## src/rtl/aes_block_fifo_writer.sv

```systemverilog
// Serialises one 128-bit AES result block into four 32-bit FIFO pushes, most significant word first.
// A block accepted at edge T is written at T+1..T+4; every cycle of full_fifo in SEND stalls the writer by one cycle.
module aes_block_fifo_writer #(
  parameter int BLOCK_WH        = 128,
  parameter int WORD_WH         = 32,
  parameter int WORDS_PER_BLOCK = 4
) (
  input  logic                clk,
  input  logic                reset,
  input  logic [BLOCK_WH-1:0] block_data,
  input  logic                block_valid,
  output logic                block_ready,
  input  logic                full_fifo,
  output logic                write_fifo,
  output logic [WORD_WH-1:0]  data_in,
  output logic                busy,
  output logic                block_done
);

  localparam int CNT_WH = (WORDS_PER_BLOCK > 1) ? $clog2(WORDS_PER_BLOCK) : 1;
  localparam logic [CNT_WH-1:0] LAST_WORD = CNT_WH'(WORDS_PER_BLOCK - 1);

  typedef enum logic {IDLE, SEND} state_t;

  state_t              state, state_nxt;
  logic [CNT_WH-1:0]   word_cnt, word_cnt_nxt;
  logic [BLOCK_WH-1:0] shift_reg, shift_nxt;
  logic                done_nxt;

  // The FIFO always sees the top word of the shift register, so a stalled word stays put.
  assign data_in = shift_reg[BLOCK_WH-1 -: WORD_WH];

  always_comb begin
    state_nxt    = state;
    word_cnt_nxt = word_cnt;
    shift_nxt    = shift_reg;
    done_nxt     = 1'b0;
    block_ready  = 1'b0;
    busy         = 1'b0;
    write_fifo   = 1'b0;
    case (state)
      IDLE: begin
        block_ready = 1'b1;
        if (block_valid) begin
          shift_nxt    = block_data;
          word_cnt_nxt = '0;
          state_nxt    = SEND;
        end
      end
      SEND: begin
        busy = 1'b1;
        // Gate on full and reset combinationally so no push can land on a full FIFO or during reset.
        write_fifo = !full_fifo && !reset;
        if (write_fifo) begin
          shift_nxt = {shift_reg[BLOCK_WH-WORD_WH-1:0], {WORD_WH{1'b0}}};
          if (word_cnt == LAST_WORD) begin
            state_nxt    = IDLE;
            word_cnt_nxt = '0;
            done_nxt     = 1'b1;
          end else begin
            word_cnt_nxt = word_cnt + 1'b1;
          end
        end
      end
      default: state_nxt = IDLE;
    endcase
  end

  always_ff @(posedge clk) begin
    if (reset) begin
      state      <= IDLE;
      word_cnt   <= '0;
      shift_reg  <= '0;
      block_done <= 1'b0;
    end else begin
      state      <= state_nxt;
      word_cnt   <= word_cnt_nxt;
      shift_reg  <= shift_nxt;
      block_done <= done_nxt;
    end
  end

endmodule

```

## config.mk

```make
export PLATFORM = sky130hd
export DESIGN_NAME = aes_block_fifo_writer
export DESIGN_NICKNAME = d
export VERILOG_FILES = /design/src/rtl/aes_block_fifo_writer.sv
export SDC_FILE = /design/constraint.sdc
export NUM_CORES = 1
export LEC_CHECK = 0
export ABC_CLOCK_PERIOD_IN_PS = 1420
export BUFFER_PORTS_ARGS = -buffer_cell sky130_fd_sc_hd__buf_2
export CORE_MARGIN = 1.5
export CORE_UTILIZATION = 47
export CTS_CLUSTER_SIZE = 20
export DETAILED_ROUTE_END_ITERATION = 10
export GPL_TIMING_DRIVEN = 0
export PLACE_DENSITY = 0.86
export SETUP_SLACK_MARGIN = 0.4
export SYNTH_ARGS = -nofsm -noshare
export SYNTH_HDL_FRONTEND = slang
export SYNTH_SLANG_ARGS = --single-unit
```

## constraint.sdc

```tcl
create_clock -name clk -period 1.42 [get_ports clk]
set_clock_uncertainty 0.05 [all_clocks]
set_input_delay 0.213 -clock clk [delete_from_list [all_inputs] [get_ports clk]]
set_output_delay 0.213 -clock clk [all_outputs]
set_load 0.05 [all_outputs]
```

After elaboration in Yosys (flattened, before gate mapping)
Index checks and enable logic that the tools add are counted.

word-level totals
  bits in read-only memories = 0
  memories kept = 0
  RAM bits = 0
  register bits after elaboration = 132
  latch bits = 0

cells by class
  multipliers = 0
  multiplexer cells = 15
  equality and inequality tests = 3
  div/mod/pow operators = 0
  add/sub/neg operators = 1
  reduce and logical (&&, ||, !) cells = 5
  magnitude comparators = 0
  bitwise operators = 2
  shift operators = 0

operator list
  cell                   number
  $mux W128              2
  $pmux W128 S2          1
  $mux W1                7
  $mux W2                3
  $pmux W2 S2            1
  $reduce_or A3 Y1       1
  $add A2 B1 Y2 const B  1
  $eq A2 B2 Y1 const B   1
  $logic_not A1 Y1       2
  $ne A2 B1 Y1 const B   1
  $ne A2 B2 Y1 const B   1
  $not A1 Y1             2
  $pmux W1 S2            1
  $reduce_and A2 Y1      1
  $logic_and A1 B1 Y1    1

Depth between registers and ports, before layout
Gate-level depths: netlist of the first run.

  word-level depth = 4
  gate-level depth with buffers = 7
  gate-level depth less buffers = 3

Worst setup path after synthesis of the first run
Ideal clock, no wire load.

  path type = register to register
  from = reg state
  to = reg shift_reg[100]
  arrival = 1.983 ns
  slack = -0.693 ns
  stages on the path, launching flop included = 6
  library setup time = 0.080 ns
  period minus slack after synthesis = 2.113 ns
  cell sequence = dfxtp_1 nor3b_2 buf_6 clkbuf_1 nor3_1 a211oi_2

between the ends
  longest elaborated chain between the ends = 3
  elaborated cells between the ends (all ways) = 5
  classes of those cells = eq/ne: 2; mux: 1; bitwise: 1; reduce/logical: 1

ends and longest elaborated chain
  element                      line  source
  start, declared              25    state_t state, state_nxt;
  start signal, assigned       76    state <= state_nxt;
  $not A1 Y1 (no line)         --
  $ne A2 B2 Y1 (no line)       --
  $reduce_and A2 Y1 (no line)  --
  end signal, assigned         78    shift_reg <= shift_nxt;
  end, declared                27    logic [BLOCK_WH-1:0] shift_reg, shift_nxt;

Parallel ways exist; a longest one is shown, timed or not.
A chain may end at the register's enable or synchronous reset.

Worst setup path after layout of the first run
  from = reg state
  to = reg shift_reg[84]

Same word-level chain as after synthesis.

==> run summary, run 1 <==
The post-synthesis instance area came out at 0.00597 sq mm. The run finished, with violations left. Yosys printed 0 warnings. The detailed placement HPWL is 12,000 microns. The number of hold-slack violations in the final timing report is 0. The number of flip-flops under the largest register name came out at approximately 130.

At the later pin of the worst-skew pair, clock insertion delay measures 0.43 ns. The total wire length came out at 25,900 microns. The synthesized design spends more area on one cell type than any other, namely sky130_fd_sc_hd__dfxtp_1.

The worst hold path was traced through 3 stages. The total congestion overflow is 0. Of the post-synthesis cell area, the dominant cell type holds 0.443. The number of endpoints failing setup at the final stage is approximately 130.

The final worst slack is -0.358 ns. Synthesis handed over a netlist of approximately 560 instances. Timing would allow up to between 0.5 and 0.6 GHz. The relative max-transition margin came out at 0.335.

The sequential element share of the synthesized area is 0.443. The number of buffers inserted during clock tree synthesis is 17. The core occupancy in the finished layout is 0.806.

The per-instance average area after synthesis is between 10 and 15 sq um. The starting density of the core is 0.489. The placed cell count is approximately 900. For this run, design rule violations remaining after detail routing come to 0. The max-slew violation count is 0. The maximum number of pins on one net before global-route repair came out at 17. The count of boundary I/O pins is approximately 170. In this run the tool buffered the top-level ports with roughly 170 buffer cells. The number of standard-cell rows in the floorplan is 40. The overall via count from detail_route came out at roughly 6,300. The number of nets in the final layout came out at 964. From left edge to right edge, the die measures around 120 microns. The leakage power summed over all cells is between 4 and 5 nW. The final worst-path cycle share came out at 1.25. The transition time at the pin with the least slew margin came out at about 1 ns.

The number of gates on the worst path with buffers counted came out at 8. The final cell count without fillers came out at 1,014. Setup repair after global routing could not meet its margin everywhere. The number of distinct library cells after synthesis is 23. The total die area came out at between 0.01 and 0.015 sq mm. The cell count of the worst reg-to-reg path is 8. The remaining antenna violation count after routing is 0. The most critical setup path has its startpoint at state. The tool flagged a number of max-cap violations equal to 0. Among cell families on the critical path, the largest total delay comes from buffers and inverters.

The synthesized net count came out at between 600 and 700. The final routed wire length divided by cell count is ~26 microns. The number of global-route vias before repair came out at 6,273. The final-layout fill cell count is approximately 630.

The startpoint class of the critical path is a flop. The library cell appearing most often on the critical path is sky130_fd_sc_hd__buf_12. Traced cell by cell, the critical path runs through nor3b_4, buf_4, buf_6, nand2b_4, buf_8, buf_12, buf_12, a211oi_4. For this run, the detailed router's first-pass iteration total came to 5. The clock drives 132 sinks. The H-tree depth is 4. The instance area at placement is 0.00709 sq mm. The pre-CTS setup slack is -0.365 ns. The clock-pin transition on the worst setup and hold timing paths is around 0.06 ns.

Once layout is done, the placed cells without fillers occupy between 0.009 and 0.01 sq mm. The register cell area after layout is roughly 0.0027 sq mm. For this run, the slowest stage of the critical path takes between 0.3 and 0.4 ns. The final reports fail on negative setup slack. The violation count after the first detailed-routing iteration came out at 769. The worst setup path is captured at a flop. CTS placed an instance of sky130_fd_sc_hd__clkbuf_16 at the clock tree root. The design draws 12.1 mW. The multi-input combinational cells in the finished layout cover a total of between 0.003 and 0.004 sq mm. The largest individual stage delay along the critical path comes from the cell sky130_fd_sc_hd__dfxtp_4.

The class of the worst hold path is primary input to flop. The clock tree from TritonCTS is built. The critical path is of the flop to flop type. The global router's overall resource usage is 0.354.

The maximum fanout along the worst path is 7. The wire length of the first global-routing pass came out at ~35,000 microns. The detailed-route vias per instance came out at about 6.2. The worst-case clock buffer depth is 2. The signed area change from the synthesized netlist to the final layout came out at 65.0%.

The required time of the critical path came out at around 1.7 ns. Counting both buffers and inverters, the worst setup path holds a total of 5. The synthesis-stage register bit count is around 130. The region available for standard cell placement spans 0.0122 sq mm. The startpoint identified for the worst hold timing path is block_data[61].

The ratio of total power to cell area is around 1200 mW/mm^2. The routability-driven placement congestion ratio came out at around 0.85. The die height came out at ~120 microns.

The share of post-route cells with drive strength above 1 came out at 0.568. The worst-case vdd ir drop is slightly below 1 mV. By area the synthesized netlist is led by sky130_fd_sc_hd__dfxtp_1, sky130_fd_sc_hd__mux2i_1, sky130_fd_sc_hd__a211oi_2, sky130_fd_sc_hd__nor3_1, sky130_fd_sc_hd__a211oi_1. The number of antenna violations at the first check in global routing is 1. The data arrival time of the critical path came out at a little over 2 ns. For the finished layout, the period the worst path requires is approximately 1.8 ns. The worst register-to-register path begins at state.
-- report_power, final --
part | leakage, nW | internal, mW | switching [mW]
Sequential | 1.10 | 4.04 | 0.254
Combinational | 2.74 | 1.53 | 1.62
Clock | 0.298 | 2.90 | 1.78
Total | 4.14 | 8.46 | 3.65
-- placed cells by master (no fill, tap or decap), types with 4 or more instances in the layout --
cell type	count
sky130_fd_sc_hd__a211oi_1	12
sky130_fd_sc_hd__a211oi_2	75
sky130_fd_sc_hd__a211oi_4	10
sky130_fd_sc_hd__a22o_1	32
sky130_fd_sc_hd__buf_12	16
sky130_fd_sc_hd__buf_16	5
sky130_fd_sc_hd__buf_2	143
sky130_fd_sc_hd__buf_4	47
sky130_fd_sc_hd__buf_6	37
sky130_fd_sc_hd__buf_8	42
sky130_fd_sc_hd__clkbuf_1	7
sky130_fd_sc_hd__clkbuf_16	22
sky130_fd_sc_hd__clkbuf_4	4
sky130_fd_sc_hd__clkbuf_8	6
sky130_fd_sc_hd__dfxtp_1	98
sky130_fd_sc_hd__dfxtp_2	33
sky130_fd_sc_hd__dlygate4sd3_1	32
sky130_fd_sc_hd__mux2i_1	94
sky130_fd_sc_hd__nor3_1	86
sky130_fd_sc_hd__nor3_2	10
-- layout make-up --
class                   instances  area share
diodes                          2    0.000508
inverters                       1     0.00165
repair buffers                251       0.221
multi-input cells             335       0.323
flip-flops and latches        132       0.273
plain buffers                  93      0.0973
clock inverters                12      0.0156
well taps                     168      0.0213
clock buffers                  20      0.0474
-- tightest hold or removal path, delay by kind of cell --
family,cells,cell delay [ns]
buffers and inverters,1,0.10
AO/OA/AOI/OAI,1,0.08
multiplexers,1,0.11
-- metal layers --
layer / global-route usage / part of all wire
met3: 0.0868 / 0.087
met2: 0.609 / 0.49
met4: 0.199 / 0.074
met1: 0.403 / 0.35
met5: 0 / 0
-- repair_timing --
item | 4_1_cts | 5_1_grt
buffers inserted | 29 | 13
endpoints found under the hold margin | 32 | 0
cloned | 6 | 4
resized for setup | 292 | 55
endpoints found under the setup margin | 168 | 168
hold buffers | 32 | 0
pin swaps | 10 | 8
-- cell usage after synthesis --
library cell,n
sky130_fd_sc_hd__buf_4,35
sky130_fd_sc_hd__and2_1,1
sky130_fd_sc_hd__inv_2,1
sky130_fd_sc_hd__a22o_1,32
sky130_fd_sc_hd__mux2_2,1
sky130_fd_sc_hd__a211oi_1,57
sky130_fd_sc_hd__nor2b_1,2
sky130_fd_sc_hd__nor3_1,96
sky130_fd_sc_hd__nand3b_1,1
sky130_fd_sc_hd__nand2b_1,2
sky130_fd_sc_hd__buf_6,7
sky130_fd_sc_hd__nor2_1,2
sky130_fd_sc_hd__mux2i_1,96
sky130_fd_sc_hd__nand2_1,1
sky130_fd_sc_hd__buf_1,1
sky130_fd_sc_hd__nor3_2,1
sky130_fd_sc_hd__a211oi_2,40
sky130_fd_sc_hd__nor3b_2,1
sky130_fd_sc_hd__dfxtp_1,132
sky130_fd_sc_hd__a21oi_1,1
sky130_fd_sc_hd__ha_1,1
sky130_fd_sc_hd__buf_2,30
sky130_fd_sc_hd__clkbuf_1,20
-- metrics by stage --
step	setup TNS (ns)	hold WS, ns
floorplan	-4.54	0.296
global placement	-25.59	0.377
detailed placement	-26.39	0.383
CTS	-19.15	0.0234
global route	-36.44	0.0636
finish	-32.96	0.0656
-- cells by family (layout without fill, tap and decap cells) --
family | Yosys count | after routing | share of synthesized area
DFF | 132 | 132 | 0.443
AOI/OAI and AO/OA | 130 | 130 | 0.203
and+or+nand+nor | 107 | 107 | 0.0927
muxes | 97 | 97 | 0.163
buffers and inverters | 94 | 377 | 0.0962
adders and majority gates | 1 | 1 | 0.00210
other | 0 | 2 | 0
-- worst paths after layout --
| check | to | slack, ns |
|---|---|---|
| max reg2reg | shift_reg[84] | -0.36 |
| min reg2reg | shift_reg[29] | 0.42 |
| max | shift_reg[84] | -0.36 |
| min | shift_reg[61] | 0.07 |
(Power assumes the default switching activity.)
==> run 2: changes to the inputs <==
--- a/config.mk
+++ b/config.mk
@@ -11,7 +11,6 @@
 export CORE_UTILIZATION = 47
 export CTS_CLUSTER_SIZE = 20
 export DETAILED_ROUTE_END_ITERATION = 10
-export GPL_TIMING_DRIVEN = 0
 export PLACE_DENSITY = 0.86
 export SETUP_SLACK_MARGIN = 0.4
 export SYNTH_ARGS = -nofsm -noshare
==> run 2 against run 1 <==
Compared with the run above: the run still ends with negative setup slack left; sequential cell count stayed put; final cell count shrank 7.4%; combinational power is 17% lower; non-clock buffer count down 76; worst hold slack got worse by 0.0021 ns; critical path depth down 3; wire length decreased by 20%; cell area shrank 7.9%; first-iteration DRC count shrank 31%; worst setup slack better by 0.22 ns; register-to-register slack better by 0.22 ns; power decreased by 7.4%; highest routed layer unchanged.
==> run summary, run 2 (synthesis results as in run 1) <==
The flow ran to the end, but the final reports show violations. The final reports fail on negative setup slack. The overall via count from detail_route is between 5,000 and 6,000. The worst-case vdd ir drop came out at between 0.6 and 0.7 mV. The floorplan has 40 rows. The final period demand of the worst path came out at roughly 1.6 ns. The share of post-route cells with drive strength above 1 is 0.510. The data arrival time of the critical path came out at 1.78 ns. The wire length of the first global-routing pass came out at between 30,000 and 40,000 microns. The clock net in this run drives a total of between 100 and 150 sinks.

In the routed design, unresolved DRC markers number 0. The max-slew violation count is 0. The number of flip-flops under the largest register name came out at 128. Entering global routing, the biggest net connects between 40 and 50 pins. The number of antenna violations at the first check in global routing is 2.

Setup repair after global routing could not meet its margin everywhere. Across the run, the number of max-cap violations was 0. The number of global-route vias before repair came out at approximately 5,500.

Dividing total power by cell area gives a power density of 1240 mW/mm^2. The transition time at the pin with the least slew margin came out at 0.582 ns. The detailed placement HPWL is 10,600 microns. The highest clock rate is 0.642 GHz. The kind of critical path is flop to flop.

The number of buffers inserted during clock tree synthesis came out at 17. In this run the remaining antenna-violating nets after routing total 0. The share of total power dissipated in combinational logic is 0.232. The die is 116 microns wide. In this run the most critical hold path is launched from block_valid. The core occupancy in the finished layout came out at 0.743. The maximum fanout along the worst path came out at 5. The net switching power figure came out at 3.17 mW.

The internal cell power came out at 8.04 mW. The H-tree depth is 4. The violation count after the first detailed-routing iteration came out at ~530. The first detailed-routing pass took 8 iterations. In this run the standard cell core region covers 0.0122 sq mm. The total wire length came out at 20,600 microns.

The endpoint type of the worst setup path is a flop. The die height came out at 116 microns. The relative max-transition margin is 0.612. The final worst slack is -0.139 ns. The number of nets in the final layout came out at 889.

The congestion estimate from routability-driven global placement came to between 0.8 and 0.9. The number of hold-slack violations in the final timing report was 0. In this design, the stage delay of the slowest critical-path cell is approximately 0.36 ns. The largest individual stage delay along the critical path comes from the cell sky130_fd_sc_hd__dfxtp_4. The critical register-to-register path startpoint is state. After layout, the design draws a total of between 10 and 15 mW.

The clock tree from TritonCTS is built. The total die area came out at 0.0134 sq mm. The signal on the critical path passes through nor3b_4, buf_4, nand2b_4, bufbuf_16, a211oi_1. The global router's overall resource usage is 0.299.

In the layout the commonest cells are sky130_fd_sc_hd__buf_2, sky130_fd_sc_hd__dfxtp_1, sky130_fd_sc_hd__mux2i_1. The required time of the critical path is between 1.5 and 2 ns. The final routed wire length divided by cell count is between 20 and 25 microns.

The clock passes through at most 2 buffers. The number of endpoints failing setup at the final stage came out at between 100 and 150. The starting density of the core is 0.489.

The detailed-route vias per instance came out at slightly below 6. Relative to the synthesized area, the layout overhead comes to 52.0%. The number of port buffers is ~170.

For this design the top-level I/O count stands at between 150 and 200. The tightest min-delay check is of the primary input to flop type. The clock-pin transition on the worst setup and hold timing paths is ~0.060 ns.

STA classifies the critical path startpoint as a flop. The most common library cell in the layout ignoring fill and taps is sky130_fd_sc_hd__buf_2. The critical path starts at state. The leakage power summed over all cells is about 3.8 nW. For the worst-skew pair, the clock arrives at the later sink with an insertion delay of between 0.4 and 0.5 ns. The final cell area excluding filler cells came out at between 0.009 and 0.01 sq mm.

The pre-CTS setup slack is -0.0385 ns. After global routing the overflow that remains totals 0. The clock share of power came out at 0.386. The switching share of power is 0.283. The register share of total power is 0.382.

The instance area at placement is about 0.007 sq mm. The cell at the root of the clock tree is sky130_fd_sc_hd__clkbuf_16. The final worst-path cycle share came out at 1.10.
run 2: timing repair:
item | 4_1_cts | 5_1_grt
endpoints found under the hold margin | 32 | 0
setup endpoints to repair | 167 | 168
pin swaps | 19 | 16
buffers inserted | 20 | 7
cloned | 14 | 1
gates resized for setup | 150 | 79
hold buffers | 32 | 0
run 2: final timing paths:
path | endpoint | slack (ns) | cells past startpoint
setup / recovery | shift_reg[106] | -0.14 | 5
hold reg to reg | shift_reg[29] | 0.42 | 1
hold / removal | state | 0.06 | 3
setup reg to reg | shift_reg[106] | -0.14 | 5
run 2: layout make-up:
cell class	instances	area, sq um
tap	168	210
clock buffer	23	519
clock inverter	9	72.6
sequential	132	2690
antenna	2	5.00
inverter	1	6.26
multi-input combinational	336	2990
timing repair buffer	268	2580
fill	759	3140
run 2: routing by layer:
| layer | part of all wire | wire (microns) | GRT usage |
|---|---|---|---|
| met5 | 0 | 0 | 0 |
| met4 | 0.045 | 931 | 0.176 |
| met3 | 0.070 | 1450 | 0.0727 |
| met2 | 0.49 | 9980 | 0.467 |
| met1 | 0.40 | 8210 | 0.377 |
run 2: stage by stage:
stage	hold slack, ns	cells	TNS, ns
finish	0.0635	939	-7.90
global route	0.0721	939	-16.26
CTS	0.0475	929	-3.35
floorplan	0.296	561	-4.54
global placement	0.380	831	0
detailed placement	0.383	831	-0.103
run 2: power by group through the flow:
stage / combinational, mW / clock, mW / sequential (mW)
floorplan: 1.47 / 0 / 4.22
global placement: 1.78 / 0 / 4.26
detailed placement: 1.83 / 0 / 4.28
CTS: 2.39 / 4.32 / 4.24
global route: 2.72 / 4.53 / 4.31
finish: 2.61 / 4.32 / 4.29
run 2: critical path, delay by kind of cell, from the launching register on:
kind | cells | cell delay [ns]
simple gates | 2 | 0.45
buf+inv | 2 | 0.48
compound gates | 1 | 0.06
flops | 1 | 0.36
==> run 3: changes to the inputs <==
--- a/config.mk
+++ b/config.mk
@@ -8,10 +8,10 @@
 export ABC_CLOCK_PERIOD_IN_PS = 1420
 export BUFFER_PORTS_ARGS = -buffer_cell sky130_fd_sc_hd__buf_2
 export CORE_MARGIN = 1.5
-export CORE_UTILIZATION = 47
+export CORE_UTILIZATION = 40
 export CTS_CLUSTER_SIZE = 20
 export DETAILED_ROUTE_END_ITERATION = 10
-export PLACE_DENSITY = 0.86
+export PLACE_DENSITY = 0.76
 export SETUP_SLACK_MARGIN = 0.4
 export SYNTH_ARGS = -nofsm -noshare
 export SYNTH_HDL_FRONTEND = slang
==> run 3 against run 2 <==
Compared with the run above: the flow still finishes with violations (negative setup slack); die area rose by 17%; final cell count rose by 3.1%; utilization fell by 8.4 points; fmax fell by 2.9%; sequential power barely moved; largest cell class unchanged.
==> run summary, run 3 (synthesis results as in run 1) <==
The flow ran to the end, but the final reports show violations. The checks that failed: negative setup slack. In the routed layout, each cell is associated on average with a via count of around 5.7. The register share of total power came out at 0.372. The number of port buffers is between 150 and 200.

At the end of the flow the core is filled with cells to 0.659. Summed over all nets, the half-perimeter wirelength after detailed placement is around 10,000 microns. The highest clock rate is roughly 0.62 GHz.

Walking the worst path, the cells encountered are nor3b_4, buf_6, buf_12, buf_12, buf_16, nor3_1, a211oi_2. The clock tree from TritonCTS is built. Entering global routing, the biggest net connects approximately 40 pins.

At the worst endpoint, the arrival time is approximately 1.9 ns. The number of antenna violations at the first check in global routing is 2. The worst register-to-register path has a setup slack of -0.19 ns. The final worst-path cycle share came out at 1.13. After layout, the worst setup slack is -0.185 ns.

The part of the power in combinational logic came out at 0.242. The most common library cell in the layout ignoring fill and taps is sky130_fd_sc_hd__buf_2. The worst register-to-register path begins at state. The wire length of the first global-routing pass came out at roughly 29,000 microns. The number of global-route vias before repair came out at approximately 5,400. The switching share of power is 0.287. STA classifies the critical path startpoint as a flop. The signed area change from the synthesized netlist to the final layout came out at 60.4%. The most numerous cell type found on the critical path is sky130_fd_sc_hd__buf_12.

The routed layout has ~5,600 vias. The maximum cell stage delay along the critical path came out at 0.37 ns. The worst-case vdd ir drop is around 0.85 mV. The share of post-route cells with drive strength above 1 came out at 0.541. The source-to-sink clock delay at the later pin of the worst-skew pair came out at around 0.42 ns. The floorplan step set the die height to approximately 130 microns. The final cell count without fillers came out at about 970. The number of buffers inserted during clock tree synthesis is 17.

The worst hold path belongs to the class primary input to flop. The violation count after the first detailed-routing iteration came out at 382. Summed over all nets, the switching power comes to approximately 3.3 mW. The max-slew violation count came to 0. The clock-pin transition on the worst setup and hold timing paths came out at ~0.060 ns. The total die area is between 0.015 and 0.02 sq mm. The number of standard-cell rows in the floorplan is 44.

The total number of clock tree sinks came out at 132. The routability-driven placement congestion ratio is between 0.8 and 0.9. The routed design has between 20,000 and 25,000 microns of wire. The number of flip-flops under the largest register name came out at around 130.

The number of violations of the max-capacitance limit came out at 0. The number of hold-slack violations in the final timing report was 0. The total power is 11.5 mW. The starting density of the core is 0.411. 168 I/O pins were placed. Of the total power, the clock network draws 0.386. The leakage power summed over all cells came out at about 3.9 nW. The die width is ~130 microns.

The number of nets in the final layout is about 900. The final period demand of the worst path came out at ~1.6 ns. Setup repair after global routing could not meet its margin everywhere. STA classifies the critical path endpoint as a flop. For the final routed database, the setup TNS stands at -13.94 ns. The kind of critical path is flop to flop. The ratio of total power to cell area is about 1200 mW/mm^2.

The DRC violations left came out at 0. The number of endpoints failing setup at the final stage came out at between 100 and 150. Tracing the worst setup path back leads to its startpoint at state. The register cell area after layout came out at between 0.002 and 0.003 sq mm. The maximum fanout along the worst path came out at 8. The total congestion overflow is 0. In the final routed layout, each cell accounts on average for 21.5 microns.

In this run the most critical hold path is launched from block_data[121]. The top cell types in the final layout, fill and taps aside, are sky130_fd_sc_hd__buf_2, sky130_fd_sc_hd__dfxtp_1, sky130_fd_sc_hd__mux2i_1. The relative max-transition margin is 0.596. The cell with the largest stage delay on the worst path is sky130_fd_sc_hd__dfxtp_4.

The H-tree depth came out at 4. The pre-CTS setup slack is -0.0445 ns. The required time of the critical path came out at 1.69 ns. The remaining antenna violation count after routing came out at 0. The internal cell power came out at 8.20 mW. At the pin with the least slew margin, the transition time is 0.606 ns. The global router's overall resource usage came out at 0.229.

The clock passes through at most 2 buffers. The final-layout fill cell count came out at around 1,000. The placed cell count is about 850. The cell at the root of the clock tree is sky130_fd_sc_hd__clkbuf_16. The core footprint is between 0.01 and 0.015 sq mm. Summing all multi-input logic gate instances after layout gives about 0.0031 sq mm. The first-pass iteration count of the detailed router came out at 4.
==> run 3: final timing paths <==
kind / endpoint / cells past startpoint
min: shift_reg[121] / 3
max: shift_reg[78] / 7
max reg2reg: shift_reg[78] / 7
min reg2reg: shift_reg[23] / 1
==> run 3: routing by layer <==
| metal | vias to the layer above | GRT usage | part of all wire |
|---|---|---|---|
| met1 | 2719 | 0.283 | 0.40 |
| li1 | 2507 | - | - |
| met5 | - | 0 | 0 |
| met2 | 279 | 0.379 | 0.49 |
| met3 | 60 | 0.0522 | 0.064 |
| met4 | 0 | 0.107 | 0.038 |
==> run 3: area by class of cell <==
cell class              count  area share
diodes                      2    0.000523
clock buffers              24      0.0514
clock inverters             8      0.0103
inverters                   1    0.000654
multi-input cells         335       0.326
flip-flops and latches    132       0.281
well taps                 184      0.0241
repair buffers            282       0.306
==> run 3: stage by stage <==
| stage | area (sq um) | hold WS (ns) |
|---|---|---|
| floorplan | 6040 | 0.296 |
| global placement | 6960 | 0.378 |
| detailed placement | 6960 | 0.382 |
| CTS | 8940 | 0.0651 |
| global route | 9570 | 0.102 |
| finish | 9570 | 0.0767 |
==> run 3: power groups by stage <==
stage / Sequential [mW] / Clock [mW] / Combinational [mW]
final: 4.28 / 4.44 / 2.79
after global routing: 4.31 / 4.65 / 2.92
after CTS: 4.25 / 4.41 / 2.43
after detailed placement: 4.27 / 0 / 1.88
after global placement: 4.26 / 0 / 1.86
after floorplan: 4.22 / 0 / 1.47
==> run 3: what timing repair did <==
action                                 CTS  global route
hold buffers                            32             0
setup buffers                           19            14
gates resized for setup                184            58
cloned                                  10            10
setup endpoints to repair              168           168
endpoints found under the hold margin   32             0
pin swaps                                7            25
==> run 3: critical path: cells and delay by family (launching register included) <==
kind | cells | cell delay, ns
and+or+nand+nor | 2 | 0.31
AOI/OAI and AO/OA | 1 | 0.27
DFF | 1 | 0.37
buffers and inverters | 4 | 0.51
